File: config.mk
export PLATFORM = sky130hd
export DESIGN_NAME = reset_domain_sequencer
export DESIGN_NICKNAME = d
export VERILOG_FILES = /design/src/rtl/reset_seq_pkg.sv /design/src/rtl/seq_down_counter.sv /design/src/rtl/reset_domain_sequencer.sv
export SDC_FILE = /design/constraint.sdc
export NUM_CORES = 1
export LEC_CHECK = 0
export BUFFER_PORTS_ARGS = -buffer_cell sky130_fd_sc_hd__buf_2
export CELL_PAD_IN_SITES_DETAIL_PLACEMENT = 1
export CELL_PAD_IN_SITES_GLOBAL_PLACEMENT = 1
export CORE_MARGIN = 1.5
export CORE_UTILIZATION = 43
export CTS_CLUSTER_DIAMETER = 200
export DETAILED_ROUTE_END_ITERATION = 7
export PLACE_DENSITY = 0.86
export SKIP_LAST_GASP = 1
export SLEW_MARGIN = 10
export SYNTH_ARGS = -nofsm -noshare
export SYNTH_HDL_FRONTEND = slang
export SYNTH_HIERARCHICAL = 1
export SYNTH_SLANG_ARGS = --single-unit
File: constraint.sdc
create_clock -name clock -period 5.3 [get_ports clock]
set_input_delay 0.265 -clock clock [delete_from_list [all_inputs] [get_ports clock]]
set_output_delay 0.265 -clock clock [all_outputs]
set_load 0.02 [all_outputs]
File: src/rtl/reset_seq_pkg.sv
// rtl/reset_seq_pkg.sv - shared types and helpers for the reset domain sequencer
package reset_seq_pkg;

  typedef enum logic [2:0] {
    IDLE,
    HOLD,
    GAP,
    NEXT,
    FIN
  } seq_state_e;

  localparam logic OP_RELEASE = 1'b0;
  localparam logic OP_ASSERT  = 1'b1;

  localparam int MAX_DOMAINS = 16;

  // Callers zero-extend their mask to MAX_DOMAINS and truncate the result.
  function automatic logic [MAX_DOMAINS-1:0] lsb_onehot(input logic [MAX_DOMAINS-1:0] m);
    return m & (~m + MAX_DOMAINS'(1));
  endfunction

  function automatic logic [3:0] lsb_index(input logic [MAX_DOMAINS-1:0] m);
    logic [3:0] idx;
    idx = '0;
    for (int i = MAX_DOMAINS - 1; i >= 0; i--) begin
      if (m[i]) idx = 4'(i);
    end
    return idx;
  endfunction

endpackage

File: src/rtl/seq_down_counter.sv
// rtl/seq_down_counter.sv - loadable down counter with terminal-count flag at 1
module seq_down_counter #(
  parameter int CNT_W = 8
) (
  input  logic             i_clk,
  input  logic             i_rst,
  input  logic             i_load,
  input  logic [CNT_W-1:0] i_load_value,
  input  logic             i_en,
  output logic             o_tc
);

  logic [CNT_W-1:0] r_count;

  // Saturates at zero so a stray enable can never wrap to the maximum.
  always_ff @(posedge i_clk) begin
    if (i_rst) begin
      r_count <= '0;
    end else if (i_load) begin
      r_count <= i_load_value;
    end else if (i_en && (r_count != '0)) begin
      r_count <= r_count - CNT_W'(1);
    end
  end

  assign o_tc = (r_count == CNT_W'(1));

endmodule

File: src/rtl/reset_domain_sequencer.sv
// rtl/reset_domain_sequencer.sv - masked assert/hold and ordered, gapped release of per-domain resets
module reset_domain_sequencer
  import reset_seq_pkg::*;
#(
  parameter int N_DOMAINS    = 4,
  parameter int CNT_W        = 8,
  parameter int HOLD_DEFAULT = 16,
  parameter int GAP_DEFAULT  = 4
) (
  input  logic                 clock,
  input  logic                 reset,
  input  logic                 req_valid,
  output logic                 req_ready,
  input  logic                 req_assert,
  input  logic [N_DOMAINS-1:0] req_mask,
  input  logic [CNT_W-1:0]     cfg_hold,
  input  logic [CNT_W-1:0]     cfg_gap,
  output logic [N_DOMAINS-1:0] domain_reset,
  output logic                 busy,
  output logic                 done
);

  seq_state_e           r_state;
  seq_state_e           w_next_state;
  logic [N_DOMAINS-1:0] r_domain_reset;
  logic [N_DOMAINS-1:0] r_remaining;
  logic [CNT_W-1:0]     r_gap;
  logic                 r_done;

  logic                 w_accept;
  logic                 w_do_assert;
  logic                 w_do_release;
  logic                 w_cnt_load;
  logic                 w_cnt_en;
  logic                 w_cnt_tc;
  logic [CNT_W-1:0]     w_cnt_load_value;
  logic [CNT_W-1:0]     w_hold_eff;
  logic [CNT_W-1:0]     w_gap_eff;
  logic [N_DOMAINS-1:0] w_release_src;
  logic [N_DOMAINS-1:0] w_release_oh;

  assign w_hold_eff = (cfg_hold == '0) ? CNT_W'(HOLD_DEFAULT) : cfg_hold;
  assign w_gap_eff  = (cfg_gap == '0) ? CNT_W'(GAP_DEFAULT) : cfg_gap;

  assign req_ready    = (r_state == IDLE) && !r_done;
  assign busy         = (r_state != IDLE);
  assign done         = r_done;
  assign domain_reset = r_domain_reset;
  assign w_accept     = req_valid && req_ready;

  // A release is applied on the edge that enters NEXT, so NEXT is the cycle it becomes visible.
  assign w_release_src    = (r_state == IDLE) ? req_mask : r_remaining;
  assign w_release_oh     = N_DOMAINS'(lsb_onehot(MAX_DOMAINS'(w_release_src)));
  assign w_cnt_load_value = (r_state == IDLE) ? w_hold_eff : r_gap;

  always_ff @(posedge clock) begin
    if (reset) begin
      r_state <= IDLE;
    end else begin
      r_state <= w_next_state;
    end
  end

  always_comb begin
    w_next_state = r_state;
    w_do_assert  = 1'b0;
    w_do_release = 1'b0;
    w_cnt_load   = 1'b0;
    w_cnt_en     = 1'b0;
    case (r_state)
      IDLE: begin
        if (w_accept) begin
          if (req_mask == '0) begin
            w_next_state = FIN;
          end else if (req_assert == OP_ASSERT) begin
            w_next_state = HOLD;
            w_do_assert  = 1'b1;
            w_cnt_load   = 1'b1;
          end else begin
            w_next_state = NEXT;
            w_do_release = 1'b1;
          end
        end
      end
      HOLD: begin
        if (w_cnt_tc) w_next_state = FIN;
        else          w_cnt_en     = 1'b1;
      end
      NEXT: begin
        if (r_remaining != '0) begin
          w_next_state = GAP;
          w_cnt_load   = 1'b1;
        end else begin
          w_next_state = FIN;
        end
      end
      GAP: begin
        if (w_cnt_tc) begin
          w_next_state = NEXT;
          w_do_release = 1'b1;
        end else begin
          w_cnt_en = 1'b1;
        end
      end
      FIN:     w_next_state = IDLE;
      default: w_next_state = IDLE;
    endcase
  end

  always_ff @(posedge clock) begin
    if (reset) begin
      r_domain_reset <= '1;
      r_remaining    <= '0;
      r_gap          <= '0;
      r_done         <= 1'b0;
    end else begin
      r_done <= (w_next_state == FIN);
      if (w_accept) r_gap <= w_gap_eff;
      if (w_do_assert) r_domain_reset <= r_domain_reset | req_mask;
      if (w_do_release) begin
        r_domain_reset <= r_domain_reset & ~w_release_oh;
        r_remaining    <= w_release_src & ~w_release_oh;
      end
    end
  end

  seq_down_counter #(
    .CNT_W(CNT_W)
  ) u_cnt (
    .i_clk       (clock),
    .i_rst       (reset),
    .i_load      (w_cnt_load),
    .i_load_value(w_cnt_load_value),
    .i_en        (w_cnt_en),
    .o_tc        (w_cnt_tc)
  );

endmodule

==> results.toml <==
[worst_setup_path]
worstRegToRegCells = 8
rr_endpoint = "u_cnt/r_count[5]$_SDFFE_PP0P_"
path_buf_inv = 2
path_class = "reg -> reg"
required_ns = 5.51
r2r_start = "r_state[2]$_SDFF_PP0_"
start_kind = "register"
end_kind = "register"
cpPeakStageDelay_ns = 0.88
crit_fanout = 19
cp_data_arrival_time_ns = 3.67
reg2reg_slack_ns = 1.84
critPathTopFamily = "simple AND/OR/NAND/NOR gates"
cp_cell_sequence = "nor3_4 -> inv_2 -> nor2_1 -> nand3_1 -> o31ai_1 -> inv_1 -> and4_1 -> a2111oi_0"
cp_slowest_cell = "nor2_1"

[hold_path]
whs_path_depth = 3
min_from = "cfg_gap[5]"
hold_end = "r_gap[5]$_SDFFE_PP0N_"
min_path_type = "in -> reg"

[clock_tree]
h-tree-depth = 1
clock_sinks = 27
path_clk_slew_ns = 0.14
cts_buffers = 3
cts_resized = 0
clock_path_buffers = 2
post_cts_buffers = 0
clock_latency_ns = 0.33
cts_tree = "built"
cts-root-buf = "clkbuf_4"
cts_hold_buf = 0

[floorplan]
initial_core_util_pct = 46.0
dieHeight_um = 63.5
num_rows = 21
ios = 31
die-area_sq_um = 4030
die_x_um = 63.5
core_area_sq_um = 3420

[synthesis]
seq_area_frac_synth_pct = 34.4
synth_edf_count = 0
synth-warning-count = 6
async_flop_share_pct = 0
syn_avg_cell_area_sq_um = 7.86
ys_types = 55
syn_area_sq_um = 1570
synth-seq-cells = 27
synth_cells = 200
synth.net_count = 227
ys.flop_type = "dfxtp_1"

[timing]
drv_slew = 0
finalCritPeriodShare_pct = 65.2
slew_headroom_pct = 28.4
clock.fmax_ghz = 0.289
finalHoldViolCount = 0
fin_crit_ns = 3.46
timing.setup.tns_ns = 0
clock_skew_ns = 0.00546
setup_viol = 0
tightestPinTransition_ns = 1.07
rsz0062_at_grt = "no"

[pwr]
cellPowerDensity_nw_per_um2 = 418
p_leak_nw = 0.663
ir_drop_mv = 0.172
p_total_w = 0.000728

[grt]
gr-total-overflow = 0
grt_max_degree = 29
grt_pass1_wl_mm = 7.13
grt_pass1_vias = 1530
grt_antenna_before_repair = 0
track_usage_pct = 22.0

[detailed_routing]
dr.pass1.iters = 4
wirelength_mm = 4.20
routedWlPerCell_um = 15.7
drtIter0Drc = 48
drc = 0
postRouteAntennaNets = 0
num_vias = 1547
viasPerCell = 5.77

[placed_design]
placed_area_sq_um = 1720
hpwl_mm = 3.27
routabilityCongestion = 0.821
port_buffers = 30

[final_layout]
nNetsFinal = 250
drive_gt1_share_pct = 20.7
syn_to_final_growth_pct = 10.8
postLayoutCoreUtil_pct = 51.0
diodes = 0
final_area_sq_um = 1740

[flow_run]
max_cap_viol_count = 0

[run_status]
run_status = "finished clean"
## Yosys cell counts, drive strengths merged, types with 3 or more instances
library cell	number	area, sq um
o21ai	3	15.0
a211oi	6	50.1
nand3	3	15.0
inv	7	26.3
nor3	11	66.3
a311oi	4	35.0
or4	3	30.0
ha	3	37.5
nor4	6	43.8
a21oi	18	93.8
nand2	46	173
dfxtp	27	541
clkbuf	6	26.3
nor2	11	41.3
xnor2	5	43.8
buf	6	37.5
## worst max-delay path by stage
stage	cells after the start	start	end	slack [ns]
floorplan	6	u_cnt/r_count[3]$_SDFFE_PP0P_	domain_reset[1]$_SDFFE_PP1P_	2.68
global placement	8	r_state[2]$_SDFF_PP0_	u_cnt/r_count[5]$_SDFFE_PP0P_	2.22
detailed placement	8	r_state[2]$_SDFF_PP0_	u_cnt/r_count[5]$_SDFFE_PP0P_	1.92
CTS	8	r_state[2]$_SDFF_PP0_	u_cnt/r_count[5]$_SDFFE_PP0P_	1.87
global route	8	r_state[2]$_SDFF_PP0_	u_cnt/r_count[5]$_SDFFE_PP0P_	1.52
finish	8	r_state[2]$_SDFF_PP0_	u_cnt/r_count[5]$_SDFFE_PP0P_	1.84
## routing by layer
metal | global-route usage (%) | wire [um]
met1 | 29.0 | 1910
met5 | 0 | 0
met4 | 4.08 | 26
met2 | 38.6 | 2140
met3 | 3.04 | 128
## kinds of logic (layout without fill, tap and decap cells)
logic type / Yosys count / count (layout) / share of synthesized area, %
simple gates: 97 / 97 / 31.5
compound gates: 47 / 47 / 21.9
flops: 27 / 27 / 34.4
buf+inv: 19 / 41 / 5.73
xor+xnor: 5 / 5 / 2.79
fa+ha+maj: 3 / 3 / 2.39
mux: 2 / 2 / 1.35
## state kept, by name, summed over array words and instances (netlist names)
signal	cells
done	1
domain_reset	4
r_state	3
r_remaining	3
u_cnt/r_count	8
r_gap	8
## cell usage in the layout (no fill, tap or decap), types with 2 or more instances in the layout
cell type,n
nand2_1,46
buf_2,30
dfxtp_1,27
a21oi_1,17
nor2_1,11
nor3_1,10
inv_1,6
nor4_1,5
xnor2_1,5
a211oi_1,5
a311oi_1,4
nand3_1,3
o21ai_0,3
clkbuf_4,3
ha_1,3
or2_2,2
o31ai_1,2
nor2b_1,2
a31oi_1,2
or4_4,2
nand4_1,2
nor3b_1,2
## area by class of cell
class,instances,area [sq um]
clock buffer,4,26.3
fill,462,1670
inverter,7,26.3
multi-input combinational,154,941
sequential,27,541
tap,46,57.6
timing repair buffer,30,150
## stage by stage
stage                     hold WS, ns  std cells  setup slack (ns)
after global placement          0.446        264              2.22
final                           0.176        268              1.84
after CTS                       0.175        268              1.87
after global routing            0.167        268              1.52
after floorplan                 0.401        200              2.68
after detailed placement        0.455        264              1.92
## where the power goes
part	switching, W	total, W	leakage, nW	internal (W)
clock	0.0000608	0.0000903	0.0150	0.0000295
sequential	0.0000462	0.000289	0.221	0.000242
combinational	0.000209	0.000349	0.427	0.000139
total	0.000316	0.000728	0.663	0.000411
## worst reg2reg max path, cell delays in order (launching register included)
cell	delay, ns
dfxtp_1	0.43
nor3_4	0.54
inv_2	0.27
nor2_1	0.88
nand3_1	0.16
o31ai_1	0.18
inv_1	0.32
and4_1	0.27
a2111oi_0	0.29
No activity file was read; power rests on OpenSTA's default activity.
